File: src/rtl/window_pkg.sv
// Shared constants for the Hamming window and inverse-window stages.
// Coefficients live here so both ends of the link use identical values.
package window_pkg;

    localparam int SIZE   = 8;
    localparam int WIDTH  = 8;
    localparam int PWIDTH = 16;
    localparam int CWIDTH = 8;
    localparam int IWIDTH = $clog2(SIZE);

    localparam logic [CWIDTH-1:0] COEF [SIZE] = '{
        8'd8, 8'd21, 8'd54, 8'd86, 8'd100, 8'd86, 8'd54, 8'd21
    };

    localparam logic [WIDTH-1:0] SAT_MAX = {WIDTH{1'b1}};

    typedef enum logic [1:0] {
        IDLE,
        LOAD,
        DIV,
        DONE
    } state_t;

    function automatic logic [WIDTH-1:0] saturate(
        input logic [PWIDTH-1:0] q
    );
        if (q > PWIDTH'(SAT_MAX))
            return SAT_MAX;
        return q[WIDTH-1:0];
    endfunction

endpackage

File: src/rtl/serial_divider.sv
// Restoring divider, one quotient bit per cycle, MSB first.
// done and quotient are valid in the cycle the last bit is resolved.
module serial_divider
    import window_pkg::*;
#(
    parameter int DW = PWIDTH,
    parameter int VW = CWIDTH
) (
    input  logic          clk,
    input  logic          rst,
    input  logic          start,
    input  logic [DW-1:0] dividend,
    input  logic [VW-1:0] divisor,
    output logic          busy,
    output logic          done,
    output logic [DW-1:0] quotient
);

    localparam int CW = $clog2(DW);

    logic [DW-1:0] dq;
    logic [VW-1:0] rem;
    logic [VW-1:0] dvs;
    logic [CW-1:0] cnt;
    logic [VW:0]   trial;
    logic          qbit;
    logic [VW-1:0] rem_nxt;

    // rem < dvs always holds, so a non-subtracting step fits in VW bits
    always_comb begin
        trial   = {rem, dq[DW-1]} - {1'b0, dvs};
        qbit    = ~trial[VW];
        rem_nxt = qbit ? trial[VW-1:0] : {rem[VW-2:0], dq[DW-1]};
    end

    assign done     = busy && (cnt == '0);
    assign quotient = {dq[DW-2:0], qbit};

    always_ff @(posedge clk) begin
        if (rst) begin
            dq   <= '0;
            rem  <= '0;
            dvs  <= '0;
            cnt  <= '0;
            busy <= 1'b0;
        end else if (start) begin
            dq   <= dividend;
            dvs  <= divisor;
            rem  <= '0;
            cnt  <= CW'(DW - 1);
            busy <= 1'b1;
        end else if (busy) begin
            dq  <= {dq[DW-2:0], qbit};
            rem <= rem_nxt;
            cnt <= cnt - 1'b1;
            if (cnt == '0)
                busy <= 1'b0;
        end
    end

endmodule

File: src/rtl/inverse_window.sv
// Divides each windowed product by its Hamming coefficient, one
// position at a time through a shared serial divider.
module inverse_window
    import window_pkg::*;
(
    input  logic                    clk,
    input  logic                    rst,
    input  logic [SIZE*PWIDTH-1:0]  windowed_function,
    input  logic                    in_valid,
    output logic                    in_ready,
    output logic [SIZE*WIDTH-1:0]   restored_function,
    output logic                    out_valid,
    input  logic                    out_ready
);

    state_t              state;
    logic [PWIDTH-1:0]   frame [SIZE];
    logic [IWIDTH-1:0]   idx;

    logic                div_start;
    logic                div_busy;
    logic                div_done;
    logic [PWIDTH-1:0]   div_quotient;

    assign div_start = (state == LOAD) && !div_busy;

    serial_divider #(
        .DW (PWIDTH),
        .VW (CWIDTH)
    ) u_div (
        .clk      (clk),
        .rst      (rst),
        .start    (div_start),
        .dividend (frame[idx]),
        .divisor  (COEF[idx]),
        .busy     (div_busy),
        .done     (div_done),
        .quotient (div_quotient)
    );

    always_ff @(posedge clk) begin
        if (rst) begin
            state             <= IDLE;
            in_ready          <= 1'b1;
            out_valid         <= 1'b0;
            restored_function <= '0;
            idx               <= '0;
            for (int j = 0; j < SIZE; j++)
                frame[j] <= '0;
        end else begin
            unique case (state)
                IDLE: begin
                    if (in_valid) begin
                        for (int j = 0; j < SIZE; j++)
                            frame[j] <= windowed_function[j*PWIDTH +: PWIDTH];
                        idx      <= '0;
                        in_ready <= 1'b0;
                        state    <= LOAD;
                    end
                end
                LOAD: begin
                    state <= DIV;
                end
                DIV: begin
                    if (div_done) begin
                        restored_function[idx*WIDTH +: WIDTH]
                            <= saturate(div_quotient);
                        if (idx == IWIDTH'(SIZE - 1)) begin
                            out_valid <= 1'b1;
                            state     <= DONE;
                        end else begin
                            idx   <= idx + 1'b1;
                            state <= LOAD;
                        end
                    end
                end
                DONE: begin
                    if (out_ready) begin
                        out_valid <= 1'b0;
                        in_ready  <= 1'b1;
                        state     <= IDLE;
                    end
                end
                default: begin
                    state <= IDLE;
                end
            endcase
        end
    end

endmodule

File: config.mk
export PLATFORM = sky130hd
export DESIGN_NAME = inverse_window
export DESIGN_NICKNAME = d
export VERILOG_FILES = /design/src/rtl/window_pkg.sv /design/src/rtl/serial_divider.sv /design/src/rtl/inverse_window.sv
export SDC_FILE = /design/constraint.sdc
export NUM_CORES = 1
export LEC_CHECK = 0
export CAP_MARGIN = 15
export CORE_MARGIN = 5
export CORE_UTILIZATION = 40
export CTS_BUF_LIST = sky130_fd_sc_hd__clkbuf_8
export DETAILED_ROUTE_END_ITERATION = 8
export PLACE_DENSITY = 0.75
export SLEW_MARGIN = 10
export SYNTH_ARGS = -nofsm -noshare
export SYNTH_HDL_FRONTEND = slang
export SYNTH_SLANG_ARGS = --single-unit
export TNS_END_PERCENT = 30
File: constraint.sdc
create_clock -name clk -period 3.1 [get_ports clk]
set_input_delay 0.62 -clock clk [delete_from_list [all_inputs] [get_ports clk]]
set_output_delay 0.62 -clock clk [all_outputs]
set_load 0.05 [all_outputs]
==> impl_metrics.yaml, run 1 <==
die:
  start_util_pct: 40.2
  core.rowCount: 59
  num_io_pins: 198
  die-height_um: 171
  die_w_um: 171
  die_area_um2: 29300
  coreArea_um2: 25800
global_route:
  first_global_vias: 7328
  antenna_found_initial: 0
  grt_use_total_pct: 16.3
  grt_pass1_wl_um: 38200
  grt_max_degree: 98
  grt_overflow: 0
setup_path:
  cp.required_ns: 3.48
  r2r-start: "u_div.dq[15]$_SDFFE_PP0P_"
  startpoint_type: "flip-flop"
  reg2reg_to: "restored_function[8]$_SDFFE_PP0P_"
  worst-r2r-setup-slack_ns: 0.42
  arrival_ns: 3.06
  crit_path_max_fanout: 8
  worstSetupEndpointType: "flip-flop"
  ff2ff_path_depth: 9
  criticalPathCategory: "reg2reg"
synth:
  synthArstFlopShare_pct: 0
  synthesis.area_um2: 10400
  yosysUniqueCellTypes: 52
  synth.net_count: 1047
  ys.flop_type: "edfxtp_1"
  ys_ff_latch: 238
  synth_edf_count: 128
  yosysWarningCount: 0
  netlist_instances: 895
  avgSynthCellArea_um2: 11.6
  seq_area_frac_synth_pct: 58.2
job:
  maxCapViolCount: 0
route:
  dr.pass1.iters: 4
  postRouteAntennaNets: 0
  via_per_inst: 5.05
  drc: 0
  routedWlPerCell_um: 16.7
  routed-via-count: 7340
  totalWireLength_um: 24200
  drtIter0Drc: 471
layout:
  drive_gt1_share_pct: 10.5
  fin_nets: 1242
  final_common_cell: "clkdlybuf4s50_1"
  syn2layout_area_growth_pct: 30.0
  layout_common_cells: "196 x clkdlybuf4s50_1, 128 x edfxtp_1, 109 x dfxtp_1, 96 x and2_1, 91 x nor2_1"
  fin_cells: 1453
  diodes: 0
clocking:
  cts.hold.buffers_added: 0
  cts_setup_buffers: 0
  cts_tree: "yes"
  clockBufferDepth: 3
  ctsResizeCount: 0
  cts_num_sinks: 238
  path_clk_slew_ns: 0.06
  cts-root-buf: "clkbuf_8"
  cts_made_buffers: 39
  clkLatencyLatePin_ns: 0.53
  cts.htree.levels: 2
sta:
  setup_tns_ns: 0
  worstMarginPinSlew_ns: 0.737
  min_period_ns: 2.68
  post-route-period-util_pct: 86.4
  drv_slew: 0
  fin_worst_skew_ns: 0.0232
  setup_viol: 0
  rsz0062_at_grt: "no"
  worst_slack_ns: 0.420
  fmax_mhz: 373
  hold_viol: 0
  maxSlewHeadroom_pct: 50.7
placement:
  dp_slack_ns: 0.454
  gp_congestion: 0.836
  dp_hpwl_um: 16800
  placed_cells: 1384
  io_buffers: 197
power_and_ir_drop:
  irDropWorstVdd_mv: 0.299
  p_leak_uw: 0.00485
  p_per_area_nw_per_um2: 538
hold_path:
  hold_depth: 2
  hold_path.class: "reg2reg"
  min_to: "restored_function[14]$_SDFFE_PP0P_"
  worstHoldStart: "restored_function[14]$_SDFFE_PP0P_"
outcome:
  status: "complete, no violations"
[state kept, by name, indices dropped and copies added, names as in the netlist, named ones only]
name / flops
frame: 128
restored_function: 64
u_div.dq: 16
u_div.rem: 8
u_div.dvs: 7
u_div.cnt: 4
idx: 3
state: 2
in_ready: 1
out_valid: 1
u_div.busy: 1
[per-layer routing]
| layer | track usage, % | part of all wire, % | up-vias |
|---|---|---|---|
| met5 | 0 | 0 | - |
| met4 | 4.48 | 1.9 | 0 |
| met3 | 4.04 | 6.2 | 37 |
| met2 | 28.0 | 50 | 215 |
| met1 | 20.6 | 42 | 3477 |
| li1 | - | - | 3611 |
[kinds of logic after synthesis]
kind of cell             synth area share [%]
flip-flops                               58.2
buffers and inverters                    3.38
multiplexers                             9.46
XOR/XNOR                                0.253
AND/OR/NAND/NOR                          17.0
adder cells (fa/ha/maj)                  2.48
AO/OA/AOI/OAI                            9.14
[layout make-up]
class / instances / area (um2)
Sequential cell: 238 / 6050
Inverter: 29 / 109
Multi-Input combinational cell: 566 / 3990
Clock inverter: 23 / 101
Timing Repair Buffer: 216 / 2190
Tap cell: 335 / 419
Clock buffer: 46 / 633
Fill cell: 2266 / 12300
[worst max-delay path, stage by stage, from the launching register on]
cell and delay (ns):
dfxtp_1 0.34, inv_1 0.05, ha_1 0.20, fa_1 0.38, nor2b_1 0.21, o31a_1 0.25, o2111a_1 0.32, nor2_2 0.12
nor2_1 0.49, o41ai_1 0.17
[worst max path at each step]
stage,from,to
global placement,u_div.dq[15]$_SDFFE_PP0P_,restored_function[32]$_SDFFE_PP0P_
floorplan,rst,frame[0][0]$_SDFFCE_PN0P_
global route,idx[0]$_SDFFE_PP0P_,restored_function[46]$_SDFFE_PP0P_
finish,u_div.dq[15]$_SDFFE_PP0P_,restored_function[8]$_SDFFE_PP0P_
CTS,u_div.dq[15]$_SDFFE_PP0P_,restored_function[8]$_SDFFE_PP0P_
detailed placement,u_div.dq[15]$_SDFFE_PP0P_,restored_function[8]$_SDFFE_PP0P_
[where the power goes]
part           switching, uW  internal (uW)  total (uW)
sequential              85.5           3560        3650
clock                   1210           1350        2560
combinational            564            478        1040
total                   1860           5390        7250
[synthesized netlist by cell type, types with 2 or more instances]
| cell type | count | area share (%) |
|---|---|---|
| edfxtp_1 | 128 | 37 |
| dfxtp_1 | 110 | 21 |
| and2_1 | 96 | 5.8 |
| nor2_1 | 92 | 3.3 |
| a21oi_1 | 85 | 4.1 |
| clkbuf_1 | 52 | 1.9 |
| nor3_1 | 51 | 2.5 |
| nor2b_1 | 36 | 2.2 |
| mux4_2 | 32 | 6.9 |
| inv_1 | 29 | 1.0 |
| mux2i_1 | 25 | 2.4 |
| a211oi_1 | 24 | 1.7 |
| o21ai_0 | 22 | 1.1 |
| ha_1 | 19 | 2.3 |
| nand3b_1 | 10 | 0.72 |
| nand2_1 | 8 | 0.29 |
| buf_2 | 7 | 0.34 |
| nand3_1 | 6 | 0.29 |
| o41ai_1 | 6 | 0.51 |
| nor4_1 | 5 | 0.30 |
| nand2b_1 | 4 | 0.24 |
| o21a_1 | 4 | 0.29 |
| or2_2 | 4 | 0.24 |
| a311oi_1 | 3 | 0.25 |
| buf_1 | 3 | 0.11 |
| a22oi_1 | 2 | 0.14 |
| nand4_1 | 2 | 0.12 |
| nand4b_1 | 2 | 0.17 |
| nor4_2 | 2 | 0.24 |
| nor4b_1 | 2 | 0.17 |
| or2_1 | 2 | 0.12 |
| xnor2_1 | 2 | 0.17 |
[stage by stage]
step	power (uW)	hold slack (ns)	cell area [um2]	utilization, %
after floorplan	4300	0.435	10400	-
after global placement	4740	0.450	12800	49.4
after detailed placement	4760	0.474	12800	49.4
after CTS	7340	0.491	13500	52.2
after global routing	7570	0.516	13500	52.2
final	7250	0.488	13500	52.2
Power figures use the tool's default switching activity.
==> run 2: changes to the inputs <==
--- a/config.mk
+++ b/config.mk
@@ -7,10 +7,11 @@
 export LEC_CHECK = 0
 export CAP_MARGIN = 15
 export CORE_MARGIN = 5
-export CORE_UTILIZATION = 40
+export CORE_UTILIZATION = 49
 export CTS_BUF_LIST = sky130_fd_sc_hd__clkbuf_8
+export CTS_CLUSTER_DIAMETER = 40
 export DETAILED_ROUTE_END_ITERATION = 8
-export PLACE_DENSITY = 0.75
+export PLACE_DENSITY = 0.87
 export SLEW_MARGIN = 10
 export SYNTH_ARGS = -nofsm -noshare
 export SYNTH_HDL_FRONTEND = slang
==> impl_metrics.yaml, run 2 (same netlist as run 1, synthesis figures left out) <==
power_and_ir_drop:
  p_leak_uw: 0.00484
  p_int_uw: 5510
  netSwitchingFraction_pct: 25.2
  clockPowerShare_pct: 36.4
  switchingPower_uw: 1860
  comb_power_share_pct: 13.9
  p_per_area_nw_per_um2: 548
  irDropWorstVdd_mv: 0.347
  p_seq_share_pct: 49.7
sta:
  setup_tns_ns: 0
  fmax_mhz: 375
  worstMarginPinSlew_ns: 0.887
  setup_viol: 0
  rsz0062_at_grt: "no"
  hold_viol: 0
  drv_slew: 0
  fin_worst_skew_ns: 0.0191
  maxSlewHeadroom_pct: 40.6
  min_period_ns: 2.67
  post-route-period-util_pct: 86.1
clocking:
  cts_num_sinks: 238
  cts-root-buf: "clkbuf_8"
  ctsResizeCount: 0
  cts.htree.levels: 2
  clkLatencyLatePin_ns: 0.54
  cts.hold.buffers_added: 0
  cts_made_buffers: 39
  cts_tree: "yes"
  clockBufferDepth: 3
  cts_setup_buffers: 0
  path_clk_slew_ns: 0.06
global_route:
  grt_pass1_wl_um: 38600
  first_global_vias: 7584
  antenna_found_initial: 0
  grt_overflow: 0
  grt_use_total_pct: 19.9
  grt_max_degree: 97
setup_path:
  crit_slowest_cell: "dfxtp_1"
  worstSetupEndpointType: "flip-flop"
  startpoint_type: "flip-flop"
  crit_path_max_fanout: 16
  cpMostUsedCell: "ha_1"
  crit_path_max_incr_delay_ns: 0.47
  crit_chain: "inv_1 -> ha_1 -> ha_1 -> nor4_1 -> nand2_1 -> nor3_1 -> a21oi_1 -> nor2_1"
  path_buf_inv: 1
  cpLargestDelayFamily: "simple AND/OR/NAND/NOR gates"
  cp.required_ns: 3.56
  arrival_ns: 3.13
  criticalPathCategory: "reg2reg"
die:
  num_io_pins: 198
  start_util_pct: 49.5
  core.rowCount: 53
  die_area_um2: 24200
  die_w_um: 156
  die-height_um: 156
  coreArea_um2: 21000
outcome:
  status: "complete, no violations"
route:
  drc: 0
  drtIter0Drc: 488
  postRouteAntennaNets: 0
  dr.pass1.iters: 5
  totalWireLength_um: 24700
  routed-via-count: 7442
  routedWlPerCell_um: 17.8
  via_per_inst: 5.35
layout:
  layout_common_cells: "196 x clkdlybuf4s50_1, 128 x edfxtp_1, 109 x dfxtp_1, 96 x and2_1, 91 x nor2_1"
  fin_nets: 1241
  drive_gt1_share_pct: 10.4
  syn2layout_area_growth_pct: 29.5
  diodes: 0
  final_common_cell: "clkdlybuf4s50_1"
  reg_top3: "frame: 128 flops, restored_function: 64 flops, u_div.dq: 16 flops"
  top_register: "frame"
  largest_reg_flops: 128
  fin_util_pct: 64.2
placement:
  dp_hpwl_um: 17200
  gp_congestion: 0.858
  io_buffers: 197
job:
  maxCapViolCount: 0
hold_path:
  hold_path.class: "reg2reg"
run 2: cell count changes in the layout (fill, tap and decap cells not counted), sizes merged:
cell / before / now
buf: 20 / 19
clkinv: 9 / 4
inv: 42 / 41
clkbuf: 46 / 48
clkinvlp: 1 / 2
bufinv: 0 / 1
run 2: layout make-up:
cell class                      count  area (um2)
Sequential cell                   238        6050
Timing Repair Buffer              215        2180
Multi-Input combinational cell    566        3990
Tap cell                          275         344
Clock inverter                     19         111
Inverter                           29         109
Fill cell                        1582        7510
Clock buffer                       48         661
run 2: power by group through the flow:
stage | Clock, uW | Sequential [uW] | Combinational [uW]
finish | 2680 | 3660 | 1020
global route | 2870 | 3680 | 1110
floorplan | 0 | 3700 | 605
detailed placement | 0 | 3730 | 1010
global placement | 0 | 3700 | 998
CTS | 2720 | 3660 | 1020
run 2: final timing paths:
kind                                           startpoint                                  to  slack [ns]  cells past startpoint
worst max-delay path                  idx[0]$_SDFFE_PP0P_  restored_function[52]$_SDFFE_PP0P_        0.43                      8
worst min-delay path            u_div.cnt[3]$_SDFFE_PP0P_           u_div.cnt[3]$_SDFFE_PP0P_        0.47                      1
worst max register to register        idx[0]$_SDFFE_PP0P_  restored_function[52]$_SDFFE_PP0P_        0.43                      8
worst min register to register  u_div.cnt[3]$_SDFFE_PP0P_           u_div.cnt[3]$_SDFFE_PP0P_        0.47                      1
run 2: routing by layer:
layer,vias to the layer above,GRT usage [%],share of wire (%),wire [um]
li1,3620,-,-,-
met1,3494,24.6,41,10000
met2,266,34.1,50,12300
met3,62,4.44,6.5,1590
met4,0,7.84,3.2,794
met5,-,0,0,0
run 2: metrics by stage:
step	cell area, um2	total power, uW	hold WS (ns)	setup slack (ns)	instances
detailed placement	12700	4740	0.459	0.495	1323
global placement	12700	4700	0.450	0.561	1323
floorplan	10400	4300	0.435	0.342	895
global route	13400	7660	0.512	0.209	1390
CTS	13400	7400	0.473	0.490	1390
finish	13400	7360	0.473	0.431	1390
==> RTL edit: new RTL, settings of run 2 <==
Set the package constant `WIDTH` to 9 (it was 8).
--- a/src/rtl/window_pkg.sv
+++ b/src/rtl/window_pkg.sv
@@ -3,7 +3,7 @@
 package window_pkg;
 
     localparam int SIZE   = 8;
-    localparam int WIDTH  = 8;
+    localparam int WIDTH  = 9;
     localparam int PWIDTH = 16;
     localparam int CWIDTH = 8;
     localparam int IWIDTH = $clog2(SIZE);
Interface: changed (resized restored_function); port bits go from 198 to 206. The function was not compared with the original's and may differ.
==> RTL edit against run 2 <==
- setup slack got worse by 0.11 ns
- sequential cell count increased by 8
- cell area is 1.8% higher
- count of clock-buffer cells in the layout down 3
- highest routed layer unchanged
- die area grew 2.2%
- area after synthesis rose by 2.3%
- power is 1.1% higher
- sequential share of layout area rose by 0.36 points
- largest cell class unchanged
- routed wire length up 2.2%
==> RTL edit: results (changes against run 2) <==
<table>
<tr><th>Metric</th><th>Value</th></tr>
<tr><th colspan="2">Worst setup path</th></tr>
<tr><td>Top Family by Delay on Critical Path</td><td>multiplexers (was simple AND/OR/NAND/NOR gates)</td></tr>
<tr><td>Arrival @ worst endpoint</td><td>3.19 ns (was 3.13 ns)</td></tr>
<tr><td>Crit path max fanout</td><td>9 (was 16)</td></tr>
<tr><th colspan="2">Global route</th></tr>
<tr><td>Met1 usage in global routing</td><td>26.3% (was 24.6%)</td></tr>
<tr><td>Global-route track usage on met3</td><td>4.81% (was 4.44%)</td></tr>
<tr><td>Total track usage</td><td>20.2% (was 19.9%)</td></tr>
<tr><td>Global-route wire length before repair</td><td>39.7 mm (was 38.6 mm)</td></tr>
<tr><td>Fraction of met2 tracks used by global routing</td><td>34.1% (about the same)</td></tr>
<tr><th colspan="2">Placement</th></tr>
<tr><td>Placed inst area</td><td>13000 um2 (was 12700 um2)</td></tr>
<tr><td>Last weighted congestion value of the routability-driven placer</td><td>0.922 (was 0.858)</td></tr>
<tr><td>Total instance count after detailed placement</td><td>1338 (was 1323)</td></tr>
<tr><td>Port Buffers</td><td>205 (was 197)</td></tr>
<tr><td>Total half-perimeter wirelength after legalization and detailed placement</td><td>17.5 mm (was 17.2 mm)</td></tr>
<tr><td>Dpl ws</td><td>0.388 ns (was 0.495 ns)</td></tr>
<tr><th colspan="2">Synthesis</th></tr>
<tr><td>Most frequent cells after synthesis</td><td>128 x sky130_fd_sc_hd__edfxtp_1, 121 x sky130_fd_sc_hd__nor2_1, 118 x sky130_fd_sc_hd__dfxtp_1 (was 128 x sky130_fd_sc_hd__edfxtp_1, 110 x sky130_fd_sc_hd__dfxtp_1, 96 x sky130_fd_sc_hd__and2_1)</td></tr>
<tr><td>Syn nets</td><td>1048 (was 1047)</td></tr>
<tr><td>Share of synthesized area occupied by flip-flops and latches</td><td>58.4% (was 58.2%)</td></tr>
<tr><th colspan="2">Power and ir drop</th></tr>
<tr><td>Clock network fraction of design power</td><td>34.2% (was 36.4%)</td></tr>
<tr><td>Maximum ir drop on the vdd rail</td><td>279 uV (was 347 uV)</td></tr>
<tr><td>PD cells</td><td>544 nW/um2 (was 548 nW/um2)</td></tr>
<tr><td>Leakage power summed over all cells</td><td>0.00495 uW (was 0.00484 uW)</td></tr>
<tr><th colspan="2">Timing</th></tr>
<tr><td>Max-slew headroom at the worst pin</td><td>43.9% (was 40.6%)</td></tr>
<tr><td>Clk_skew</td><td>0.0258 ns (was 0.0191 ns)</td></tr>
<tr><th colspan="2">Routing</th></tr>
<tr><td>Avg Vias per Cell</td><td>5.39 (was 5.35)</td></tr>
<tr><td>Met1 Wirelength</td><td>10.5 mm (was 10.0 mm)</td></tr>
<tr><td>WL met3</td><td>1.94 mm (was 1.59 mm)</td></tr>
<tr><td>First-pass iteration count of the detailed router</td><td>8 (was 5)</td></tr>
<tr><th colspan="2">Layout</th></tr>
<tr><td>Fraction of layout instances using a drive strength above 1</td><td>11.4% (was 10.4%)</td></tr>
<tr><th colspan="2">Status</th></tr>
<tr><td>Run status</td><td>completed (unchanged)</td></tr>
</table>
[RTL edit: cells by family after synthesis]
group | synth area share [%]
adder cells (fa/ha/maj) | 2.31
multiplexers | 9.73
AO/OA/AOI/OAI | 9.46
AND/OR/NAND/NOR | 16.5
buffers and inverters | 3.09
XOR/XNOR | 0.495
flip-flops | 58.4
[RTL edit: path summary, 6_finish.rpt]
check | start | to | slack [ns] | cells past startpoint
worst max-delay path | u_div.dq[15] | u_div.rem[6] | 0.33 | 9
worst max register to register | u_div.dq[15] | u_div.rem[6] | 0.33 | 9
worst min-delay path | out_valid | out_valid | 0.47 | 2
worst min register to register | out_valid | out_valid | 0.47 | 2
[RTL edit: layout make-up]
cell class	count	area, um2	area share (%)
multi-input combinational	569	4100	29.9
tap	275	344	2.51
inverter	21	78.8	0.576
clock buffer	45	619	4.52
timing repair buffer	227	2240	16.4
clock inverter	25	103	0.749
sequential	246	6210	45.3
